==> src/rtl/spi_oled_rx_if.sv <==
`default_nettype none
// ============================================================================
// Module      : spi_oled_rx_if
// Description : Register-bus bundle for spi_oled_rx. The CPU side drives the
//               request (master), the receiver answers with data and a
//               single-cycle done pulse (slave).
//   ctrl_wr/ctrl_rd : request strobes, held until ctrl_done
//   ctrl_addr       : register byte address
//   ctrl_wdat       : write data
//   ctrl_rdat       : read data, non-zero only while ctrl_done=1
//   ctrl_done       : completion pulse
// Revision    : 1.0 - initial release
// ============================================================================
interface spi_oled_rx_if;
  logic        ctrl_wr;
  logic        ctrl_rd;
  logic [7:0]  ctrl_addr;
  logic [31:0] ctrl_wdat;
  logic [31:0] ctrl_rdat;
  logic        ctrl_done;

  modport master (
    output ctrl_wr, ctrl_rd, ctrl_addr, ctrl_wdat,
    input  ctrl_rdat, ctrl_done
  );

  modport slave (
    input  ctrl_wr, ctrl_rd, ctrl_addr, ctrl_wdat,
    output ctrl_rdat, ctrl_done
  );
endinterface
`default_nettype wire

==> src/rtl/spi_oled_rx.sv <==
`default_nettype none
// ============================================================================
// Module      : spi_oled_rx
// Description : SPI peripheral-side receiver. Synchronises MOSI/SCLK/CS/D-C
//               into clk, deserialises bytes MSB-first, tags each with D/C,
//               queues {dc,byte} in a FIFO and exposes it on a register bus.
//   clk, resetn : system clock, synchronous active-low reset
//   bus         : register bus (slave side of spi_oled_rx_if)
//   spi_*       : asynchronous link lines from the master
//   irq         : high while the FIFO holds at least one entry
// Registers   : 0x00 STATUS, 0x04 DATA (pop), 0x08 MODE, 0x0C BCNT
// Revision    : 1.0 - initial release
// ============================================================================
module spi_oled_rx #(
  parameter int FIFO_DEPTH   = 16,
  parameter int DEFAULT_CPOL = 1,
  parameter int DEFAULT_CPHA = 1
) (
  input  wire logic       clk,
  input  wire logic       resetn,
  spi_oled_rx_if.slave    bus,
  input  wire logic       spi_sclk,
  input  wire logic       spi_mosi,
  input  wire logic       spi_cs,
  input  wire logic       spi_dc,
  output logic            irq
);

  localparam int         AW         = $clog2(FIFO_DEPTH);
  localparam logic       c_RST_CPOL = 1'(DEFAULT_CPOL);
  localparam logic       c_RST_CPHA = 1'(DEFAULT_CPHA);
  localparam logic [7:0] c_A_STATUS = 8'h00;
  localparam logic [7:0] c_A_DATA   = 8'h04;
  localparam logic [7:0] c_A_MODE   = 8'h08;
  localparam logic [7:0] c_A_BCNT   = 8'h0C;

  // --------------------------------------------------------------------------
  // Synchronisers. sclk_q[1] is the synchronised level, sclk_q[2] its delayed
  // copy for edge detection.
  // --------------------------------------------------------------------------
  logic [2:0] sclk_q;
  logic [1:0] cs_q, mosi_q, dc_q;

  always_ff @(posedge clk) begin
    if (!resetn) begin
      sclk_q <= {3{c_RST_CPOL}};
      cs_q   <= 2'b11;
      mosi_q <= 2'b00;
      dc_q   <= 2'b00;
    end else begin
      sclk_q <= {sclk_q[1:0], spi_sclk};
      cs_q   <= {cs_q[0], spi_cs};
      mosi_q <= {mosi_q[0], spi_mosi};
      dc_q   <= {dc_q[0], spi_dc};
    end
  end

  logic w_cs, w_mosi, w_dc, w_rise, w_fall, w_sample;
  logic [1:0] mode_q, mode_d;

  assign w_cs     = cs_q[1];
  assign w_mosi   = mosi_q[1];
  assign w_dc     = dc_q[1];
  assign w_rise   = sclk_q[1] & ~sclk_q[2];
  assign w_fall   = ~sclk_q[1] & sclk_q[2];
  // Modes 0 and 3 sample on the rising edge, modes 1 and 2 on the falling.
  assign w_sample = (mode_q[1] == mode_q[0]) ? w_rise : w_fall;

  // --------------------------------------------------------------------------
  // Register bus decode
  // --------------------------------------------------------------------------
  logic        done_q, done_d;
  logic [31:0] rdat_q, rdat_d;
  logic        w_accept, w_wr, w_rd;
  logic        w_stat_wr, w_mode_wr, w_bcnt_wr;

  assign w_accept  = (bus.ctrl_wr | bus.ctrl_rd) & ~done_q;
  assign w_wr      = w_accept & bus.ctrl_wr;
  // A combined wr+rd request is treated as a write; the read side is void.
  assign w_rd      = w_accept & bus.ctrl_rd & ~bus.ctrl_wr;
  assign w_stat_wr = w_wr && (bus.ctrl_addr == c_A_STATUS);
  assign w_mode_wr = w_wr && (bus.ctrl_addr == c_A_MODE);
  assign w_bcnt_wr = w_wr && (bus.ctrl_addr == c_A_BCNT);

  // --------------------------------------------------------------------------
  // Deserialiser
  // --------------------------------------------------------------------------
  logic [2:0] bitcnt_q, bitcnt_d;
  logic [7:0] shift_q, shift_d;
  logic       w_push, w_ferr_set;
  logic [8:0] w_push_data;

  assign w_push_data = {w_dc, shift_q[6:0], w_mosi};

  always_comb begin
    bitcnt_d   = bitcnt_q;
    shift_d    = shift_q;
    w_push     = 1'b0;
    // Deselect with a partially assembled byte is a framing error.
    w_ferr_set = w_cs && (bitcnt_q != 3'd0);
    if (w_mode_wr || w_cs) begin
      bitcnt_d = 3'd0;
      shift_d  = 8'h00;
    end else if (w_sample) begin
      shift_d  = {shift_q[6:0], w_mosi};
      bitcnt_d = bitcnt_q + 3'd1;
      w_push   = (bitcnt_q == 3'd7);
    end
  end

  always_ff @(posedge clk) begin
    if (!resetn) begin
      bitcnt_q <= 3'd0;
      shift_q  <= 8'h00;
    end else begin
      bitcnt_q <= bitcnt_d;
      shift_q  <= shift_d;
    end
  end

  // --------------------------------------------------------------------------
  // FIFO
  // --------------------------------------------------------------------------
  logic [8:0]    mem_q [FIFO_DEPTH];
  logic [AW-1:0] wr_ptr_q, wr_ptr_d, rd_ptr_q, rd_ptr_d;
  logic [AW:0]   count_q, count_d;
  logic          w_full, w_ne, w_pop, w_push_ok, w_ovf_set;
  logic [8:0]    w_fill;

  assign w_full    = (count_q == (AW+1)'(FIFO_DEPTH));
  assign w_ne      = (count_q != '0);
  assign w_fill    = 9'(count_q);
  assign w_pop     = w_rd && (bus.ctrl_addr == c_A_DATA) && w_ne;
  // A same-cycle pop frees the slot, so a push into a full FIFO still lands.
  assign w_push_ok = w_push && (!w_full || w_pop);
  assign w_ovf_set = w_push && w_full && !w_pop;

  always_comb begin
    wr_ptr_d = w_push_ok ? wr_ptr_q + AW'(1) : wr_ptr_q;
    rd_ptr_d = w_pop     ? rd_ptr_q + AW'(1) : rd_ptr_q;
    count_d  = count_q;
    if (w_push_ok && !w_pop)      count_d = count_q + (AW+1)'(1);
    else if (w_pop && !w_push_ok) count_d = count_q - (AW+1)'(1);
  end

  always_ff @(posedge clk) begin
    if (w_push_ok) mem_q[wr_ptr_q] <= w_push_data;
  end

  always_ff @(posedge clk) begin
    if (!resetn) begin
      wr_ptr_q <= '0;
      rd_ptr_q <= '0;
      count_q  <= '0;
      irq      <= 1'b0;
    end else begin
      wr_ptr_q <= wr_ptr_d;
      rd_ptr_q <= rd_ptr_d;
      count_q  <= count_d;
      irq      <= (count_d != '0);
    end
  end

  // --------------------------------------------------------------------------
  // Status flags, mode and byte counter
  // --------------------------------------------------------------------------
  logic        ovf_q, ovf_d, ferr_q, ferr_d;
  logic [15:0] bcnt_q, bcnt_d;

  always_comb begin
    // Set has priority over a same-cycle write-1-to-clear.
    ovf_d  = w_ovf_set  | (ovf_q  & ~(w_stat_wr & bus.ctrl_wdat[2]));
    ferr_d = w_ferr_set | (ferr_q & ~(w_stat_wr & bus.ctrl_wdat[3]));
    mode_d = w_mode_wr ? bus.ctrl_wdat[1:0] : mode_q;
    if (w_bcnt_wr)      bcnt_d = 16'h0000;
    else if (w_push_ok) bcnt_d = bcnt_q + 16'h0001;
    else                bcnt_d = bcnt_q;
  end

  always_ff @(posedge clk) begin
    if (!resetn) begin
      ovf_q  <= 1'b0;
      ferr_q <= 1'b0;
      mode_q <= {c_RST_CPOL, c_RST_CPHA};
      bcnt_q <= 16'h0000;
    end else begin
      ovf_q  <= ovf_d;
      ferr_q <= ferr_d;
      mode_q <= mode_d;
      bcnt_q <= bcnt_d;
    end
  end

  // --------------------------------------------------------------------------
  // Read mux; read data is registered alongside the done pulse.
  // --------------------------------------------------------------------------
  logic [31:0] w_status;
  assign w_status = {15'b0, w_fill, 3'b0, w_cs, ferr_q, ovf_q, w_full, w_ne};

  always_comb begin
    done_d = w_accept;
    rdat_d = 32'h0;
    if (w_rd) begin
      case (bus.ctrl_addr)
        c_A_STATUS: rdat_d = w_status;
        c_A_DATA:   rdat_d = w_ne ? {22'b0, 1'b1, mem_q[rd_ptr_q]} : 32'h0;
        c_A_MODE:   rdat_d = {30'b0, mode_q};
        c_A_BCNT:   rdat_d = {16'b0, bcnt_q};
        default:    rdat_d = 32'h0;
      endcase
    end
  end

  always_ff @(posedge clk) begin
    if (!resetn) begin
      done_q <= 1'b0;
      rdat_q <= 32'h0;
    end else begin
      done_q <= done_d;
      rdat_q <= rdat_d;
    end
  end

  assign bus.ctrl_done = done_q;
  assign bus.ctrl_rdat = rdat_q;

  logic w_unused;
  assign w_unused = &{1'b0, bus.ctrl_wdat[31:4]};

endmodule
`default_nettype wire

==> src/flat_wrapper.sv <==
// flat-port wrapper written by rule: the top's interface ports become plain ports
module spi_oled_rx_flat 
#(
  parameter int FIFO_DEPTH   = 16,
  parameter int DEFAULT_CPOL = 1,
  parameter int DEFAULT_CPHA = 1
)
  (clk, resetn, spi_sclk, spi_mosi, spi_cs, spi_dc, irq, bus_ctrl_wr, bus_ctrl_rd, bus_ctrl_addr, bus_ctrl_wdat, bus_ctrl_rdat, bus_ctrl_done);
  spi_oled_rx_if bus_i ();
  input  wire logic clk;
  input  wire logic resetn;
  input  wire logic spi_sclk;
  input  wire logic spi_mosi;
  input  wire logic spi_cs;
  input  wire logic spi_dc;
  output logic irq;
  input wire logic [$bits(bus_i.ctrl_wr)-1:0] bus_ctrl_wr;
  input wire logic [$bits(bus_i.ctrl_rd)-1:0] bus_ctrl_rd;
  input wire logic [$bits(bus_i.ctrl_addr)-1:0] bus_ctrl_addr;
  input wire logic [$bits(bus_i.ctrl_wdat)-1:0] bus_ctrl_wdat;
  output wire logic [$bits(bus_i.ctrl_rdat)-1:0] bus_ctrl_rdat;
  output wire logic [$bits(bus_i.ctrl_done)-1:0] bus_ctrl_done;
  assign bus_i.ctrl_wr = bus_ctrl_wr;
  assign bus_i.ctrl_rd = bus_ctrl_rd;
  assign bus_i.ctrl_addr = bus_ctrl_addr;
  assign bus_i.ctrl_wdat = bus_ctrl_wdat;
  assign bus_ctrl_rdat = bus_i.ctrl_rdat;
  assign bus_ctrl_done = bus_i.ctrl_done;
  spi_oled_rx #(.FIFO_DEPTH(FIFO_DEPTH), .DEFAULT_CPOL(DEFAULT_CPOL), .DEFAULT_CPHA(DEFAULT_CPHA)) u_core (.clk(clk), .resetn(resetn), .bus(bus_i), .spi_sclk(spi_sclk), .spi_mosi(spi_mosi), .spi_cs(spi_cs), .spi_dc(spi_dc), .irq(irq));
endmodule
==> config.mk <==
export PLATFORM = sky130hd
export DESIGN_NAME = spi_oled_rx_flat
export DESIGN_NICKNAME = d
export VERILOG_FILES = /design/src/rtl/spi_oled_rx_if.sv /design/src/rtl/spi_oled_rx.sv /design/src/flat_wrapper.sv
export SDC_FILE = /design/constraint.sdc
export NUM_CORES = 1
export LEC_CHECK = 0
export ABC_AREA = 1
export CAP_MARGIN = 15
export CORE_MARGIN = 10
export CORE_UTILIZATION = 50
export CTS_CLUSTER_DIAMETER = 40
export DETAILED_ROUTE_END_ITERATION = 10
export PLACE_DENSITY = 0.82
export SYNTH_ARGS = -nofsm -noshare
export SYNTH_HDL_FRONTEND = slang
export SYNTH_SLANG_ARGS = --single-unit
export TNS_END_PERCENT = 30
==> constraint.sdc <==
create_clock -name clk -period 3 [get_ports clk]
set_input_delay 0.9 -clock clk [delete_from_list [all_inputs] [get_ports clk]]
set_output_delay 0.9 -clock clk [all_outputs]
set_load 0.05 [all_outputs]
# [After elaboration in Yosys (flattened, before gate mapping)]
# Memory sizes are Yosys's and may differ from the RTL's. A register that Yosys moved wholly into a read port is not among the register bits.
# Index checks and enable logic that the tools add are counted.
[word_totals] regBits=86 latchBits=0 ramBits=144 romBits=0 in_bits=48 output_inout_bits=34 elab_cells=83 n_memories=1
[memory_table] memory="u_core.mem_q" words=16 width=9 rd=1 rd_clocked_by_memory_dff=1 write_ports=1 line="spi_oled_rx.sv:124" source="logic [8:0] mem_q [FIFO_DEPTH];"
[classes] n_addsub=6 n_mul=0 div_mod_pow=0 magnitude_cmp=0 eq_ne=6 shift=0 muxes=11 bitwise=20 reduce_logical=23
[ops] operator="32-bit one-hot mux with 4 select lines" count=1
[ops] operator="16-bit by 1-bit adder with 16-bit output, second input constant" count=1
[ops] operator="8-bit by 4-bit == test with 1-bit output, second input constant" count=2
[ops] operator="1-bit logical AND" count=11
[ops] operator="1-bit AND" count=10
[ops] operator="10-bit two-way mux" count=1
[ops] operator="5-bit two-way mux" count=2
[ops] operator="5-bit nonzero test" count=2
[ops] operator="4-bit by 1-bit adder with 4-bit output, second input constant" count=2
[ops] operator="8-bit by 3-bit == test with 1-bit output, second input constant" count=1
[ops] operator="8-bit zero test" count=1
[ops] operator="4-bit two-way mux" count=2
[ops] operator="1-bit inverter" count=7
[ops] operator="5-bit by 1-bit adder with 5-bit output, second input constant" count=1
[ops] operator="5-bit == test, second input constant" count=1
[ops] operator="1-bit two-way mux" count=5
[ops] operator="5-bit by 1-bit subtractor with 5-bit output, second input constant" count=1
[ops] operator="2-bit OR reduction" count=2
[ops] operator="3-bit by 1-bit adder with 3-bit output, second input constant" count=1
[ops] operator="3-bit == test, second input constant" count=1
[ops] operator="1-bit zero test" count=3
[ops] operator="1-bit OR" count=3
[ops] operator="3-bit nonzero test" count=1
[ops] operator="1-bit logical OR" count=2
[ops] operator="other kinds (2)" count=2

# [Longest topological paths before layout]
[depth] ltp_word=13 ltp_mapped=16 mapped_depth_nobuf=16

# [Least setup slack after synthesis]
# No wires, ideal clock.
[synth_timing] path_type="input to register" from="input bus_ctrl_addr[1]" to="memory u_core.mem_q[12][0], enable pin" setup_ns=0.374 t_arrival_ns=2.253 required_time_ns=2.626 slack_ns=0.373 cell_stages=10 n_path_buf=1 cell_sequence="nor2_2 -> nand3_1 -> nor2_2 -> nand3_2 -> nand2_2 -> nand2_4 -> inv_4 -> buf_4 -> nand2_1 -> nor2_1"
[synth_between] elab_chain_len=7
[synth_rtl] item="start: declaration" line="flat_wrapper.sv:19" source="input wire logic [$bits(bus_i.ctrl_addr)-1:0] bus_ctrl_addr;"
[synth_rtl] item="8-bit by 4-bit == test with 1-bit output / 8-bit by 3-bit == test with 1-bit output (equally long branches)" line="spi_oled_rx.sv:82, spi_oled_rx.sv:133"
[synth_rtl] item="1-bit logical AND (on tied branches)" line="spi_oled_rx.sv:82, spi_oled_rx.sv:133"
[synth_rtl] item="1-bit logical OR / 1-bit logical AND (equally long branches)" line="spi_oled_rx.sv:101, spi_oled_rx.sv:133"
[synth_rtl] item="1-bit two-way mux / 1-bit logical OR (equally long branches)" line="spi_oled_rx.sv:101, spi_oled_rx.sv:135"
[synth_rtl] item="1-bit logical AND (*)" line="spi_oled_rx.sv:135" source="assign w_push_ok = w_push && (!w_full || w_pop);"
[synth_rtl] item="1-bit two-way mux (*)" line="spi_oled_rx.sv:147" source="if (w_push_ok) mem_q[wr_ptr_q] <= w_push_data;"
[synth_rtl] item="1-bit two-way mux (implied by the code) (*)" line="spi_oled_rx.sv:147"
[synth_rtl] item="end: declaration" line="spi_oled_rx.sv:124"
# Every way passes the cells marked *; elsewhere a longest branch is shown, timed or not.

# [Worst setup path after layout]
[layout_timing] from="register u_core.done_q, in the netlist u_core.bus.ctrl_done" to="output bus_ctrl_done"
[layout_rtl] item="start: declaration" line="spi_oled_rx.sv:72" source="logic done_q, done_d;"
[layout_rtl] item="start signal: assignment" line="spi_oled_rx.sv:219" source="done_q <= done_d;"
[layout_rtl] item="end: declaration" line="flat_wrapper.sv:22" source="output wire logic [$bits(bus_i.ctrl_done)-1:0] bus_ctrl_done;"
# No word-level cell between the ends.

==> impl_metrics.env <==
export IMPL_synth_distinct_cells=45
export IMPL_status="finished, final reports clean"
export IMPL_p_sw_mw=1.28
export IMPL_start_kind="flip-flop"
export IMPL_nets=1018
export IMPL_synth_yosys_seq_area_share_pct=62.9
export IMPL_crit_cells=1
export IMPL_setup_viol=0
export IMPL_routed_wl_mm=21.5
export IMPL_post_cts_buffers=0
export IMPL_syn_to_final_growth_pct=15.9
export IMPL_n_antenna_cell=0
export IMPL_syn_inst=896
export IMPL_cts_resized=0
export IMPL_start_util_pct=51.0
export IMPL_drtIter0Drc=632
export IMPL_grt_max_degree=73
export IMPL_die_area_mm2=0.0243
export IMPL_core_area_mm2=0.0181
export IMPL_min_period_ns=2.62
export IMPL_fmax_mhz=381
export IMPL_relSlewSlack_pct=45.4
export IMPL_min_from="u_core.mosi_q[0]$_SDFF_PN0_"
export IMPL_insertion_delay_ns=0.52
export IMPL_cp_arrival_ns=1.72
export IMPL_drt_pass1_iter_count=5
export IMPL_worstMarginPinSlew_ns=0.817
export IMPL_internal_power_mw=4.85
export IMPL_min_to="u_core.mosi_q[1]$_SDFF_PN0_"
export IMPL_yosys_warnings=0
export IMPL_powerDensity_mw_per_mm2=573
export IMPL_yosys_register_bits=218
export IMPL_p_seq_share_pct=51.9
export IMPL_r2r_end="u_core.bcnt_q[14]$_SDFFE_PP0P_"
export IMPL_numCtsBuffers=24
export IMPL_syn_area_per_cell_um2=10.3
export IMPL_rows=49
export IMPL_cts_root_buf="clkbuf_16"
export IMPL_dpl_instance_area_mm2=0.00994
export IMPL_path_clk_slew_ns=0.05
export IMPL_synth_edff_count=144
export IMPL_synth_area_mm2=0.00923
export IMPL_post_route_period_util_pct=87.5
export IMPL_fin_area_mm2=0.0107
export IMPL_drc_errors=0
export IMPL_cp_max_fo=4
export IMPL_path_class="flip-flop to output port"
export IMPL_synth_ff_type="edfxtp_1"
export IMPL_finalHoldViolCount=0
export IMPL_timing_hold_ws_ns=0.409
export IMPL_p_clk_share_pct=46.0
export IMPL_h_tree_depth=1
export IMPL_track_usage_pct=17.3
export IMPL_grt_pass1_vias=6572
export IMPL_comb_power_share_pct=2.0
export IMPL_final_cell_mix="nand2_1 (159), edfxtp_1 (144), nor2_1 (104)"
export IMPL_dp_cells=1161
export IMPL_finalPower_mw=6.13
export IMPL_routed_via_density=5.59
export IMPL_vias=6731
export IMPL_clock_skew_ns=0.0165
export IMPL_final_max_slew_viol_count=0
export IMPL_maxCapViolCount=0
export IMPL_wl_per_cell_um=17.9
export IMPL_grt_overflow_total=0
export IMPL_power_leakage_nw=3.86
export IMPL_async_flop_share_pct=0
export IMPL_cp_end_kind="output port"
export IMPL_hold_class="flip-flop to flip-flop"
export IMPL_dp_hpwl_mm=13.6
export IMPL_io_pins=82
export IMPL_die_height_um=156
export IMPL_peakVddDrop_mv=0.294
export IMPL_cts_sinks=218
export IMPL_antenna_left=0
export IMPL_r2r_slack_ns=0.78
export IMPL_clockBufferDepth=3
export IMPL_hold_path_depth=2
export IMPL_drive_gt1_share_pct=11.1
export IMPL_final_cells=1205
export IMPL_swShare_pct=20.8
export IMPL_cpMaxStageDelayCell="clkdlybuf4s50_1"
export IMPL_slowest_delay_ns=0.83
export IMPL_antenna_found_initial=0
export IMPL_setup_tns_ns=0
export IMPL_rr_worst_depth=13
export IMPL_die_x_um=156
export IMPL_layout_commonest_cell="nand2_1"
export IMPL_cp_num_buf_inv=1
export IMPL_portBuffers=37
export IMPL_rsz0062_at_grt="false"
export IMPL_r2r_start="u_core.count_q[0]$_SDFF_PN0_"
export IMPL_cp_required_ns=2.10
export IMPL_gp_congestion=0.898
export IMPL_cts_tree="built"
export IMPL_cp_top_family="buffers and inverters"
export IMPL_worstPathCellList="clkdlybuf4s50_1"
export IMPL_grt_pass1_wl_mm=33.9
export IMPL_holdBufCountCts=0
-- routing by layer --
| layer | GRT usage, % | share of wire [%] |
|---|---|---|
| met5 | 0 | 0 |
| met1 | 21.5 | 39 |
| met3 | 2.45 | 8.7 |
| met4 | 6.47 | 2.5 |
| met2 | 30.0 | 50 |
-- area by class of cell --
type / count / area (µm²)
Multi-Input combinational cell: 573 / 2940
Clock buffer: 33 / 656
Timing Repair Buffer: 72 / 646
Clock inverter: 11 / 105
Tap cell: 229 / 287
Fill cell: 1365 / 7380
Sequential cell: 218 / 5810
Inverter: 69 / 262
-- power by group through the flow --
| stage | Clock, mW | Combinational (mW) | Sequential (mW) |
|---|---|---|---|
| global placement | 0 | 0.122 | 3.25 |
| finish | 2.82 | 0.125 | 3.18 |
| detailed placement | 0 | 0.124 | 3.25 |
| floorplan | 0 | 0.0925 | 3.25 |
| global route | 2.98 | 0.135 | 3.18 |
| CTS | 2.84 | 0.125 | 3.18 |
-- synth_stat cells (5+ instances only) --
library cell  number  area, µm²
nor3_1             9       45.0
buf_2              7       35.0
xor2_1             7       61.3
o21ai_0           71        355
nor2_1           104        390
o22ai_1           17        106
xnor2_1            5       43.8
clkbuf_1          21       78.8
dfxtp_1           74       1480
o211ai_1           6       45.0
nor2_2             5       31.3
inv_1             59        221
edfxtp_1         144       4320
buf_4             21        158
a21oi_1           65        325
nand3_1           35        175
nand2_1          159        597
or2_2              6       37.5
o221ai_1          12        105
inv_2              5       18.8
ha_1              12        150
-- per-stage QoR --
| stage | setup WS (ns) | util, % |
|---|---|---|
| floorplan | 0.373 | - |
| global placement | 0.0567 | 55.0 |
| detailed placement | 0.00847 | 55.0 |
| CTS | 0.356 | 59.2 |
| global route | 0.328 | 59.2 |
| finish | 0.375 | 59.2 |
-- state kept, by name (all words and copies together), names as in the netlist, 4 cells and up, named ones only --
name / count
u_core.wr_ptr_q: 4
u_core.bcnt_q: 16
u_core.shift_q: 7
u_core.bus.ctrl_rdat: 16
u_core.rd_ptr_q: 4
u_core.count_q: 5
u_core.mem_q: 144
-- kinds of logic (layout without fill, tap and decap cells) --
group,after synthesis,count (layout),share of synthesized area [%]
buffers and inverters,120,185,5.86
flip-flops,218,218,62.9
other,1,16,0.0406
adder cells (fa/ha/maj),12,12,1.63
AND/OR/NAND/NOR,345,345,16.7
AO/OA/AOI/OAI,188,188,11.7
XOR/XNOR,12,12,1.14
-- how the worst max path moves through the flow --
stage / slack (ns) / startpoint / to
6_report: 0.38 / u_core.bus.ctrl_done$_SDFF_PN0_ / bus_ctrl_done
3_5_place_dp: 0.008 / bus_ctrl_addr[2] / u_core.bcnt_q[14]$_SDFFE_PP0P_
3_3_place_gp: 0.06 / bus_ctrl_addr[2] / u_core.mem_q[3][6]$_DFFE_PP_
5_1_grt: 0.33 / u_core.bus.ctrl_done$_SDFF_PN0_ / bus_ctrl_done
2_1_floorplan: 0.37 / bus_ctrl_addr[1] / u_core.mem_q[12][0]$_DFFE_PP_
4_1_cts: 0.36 / u_core.bus.ctrl_done$_SDFF_PN0_ / bus_ctrl_done
Power figures use the tool's default switching activity.
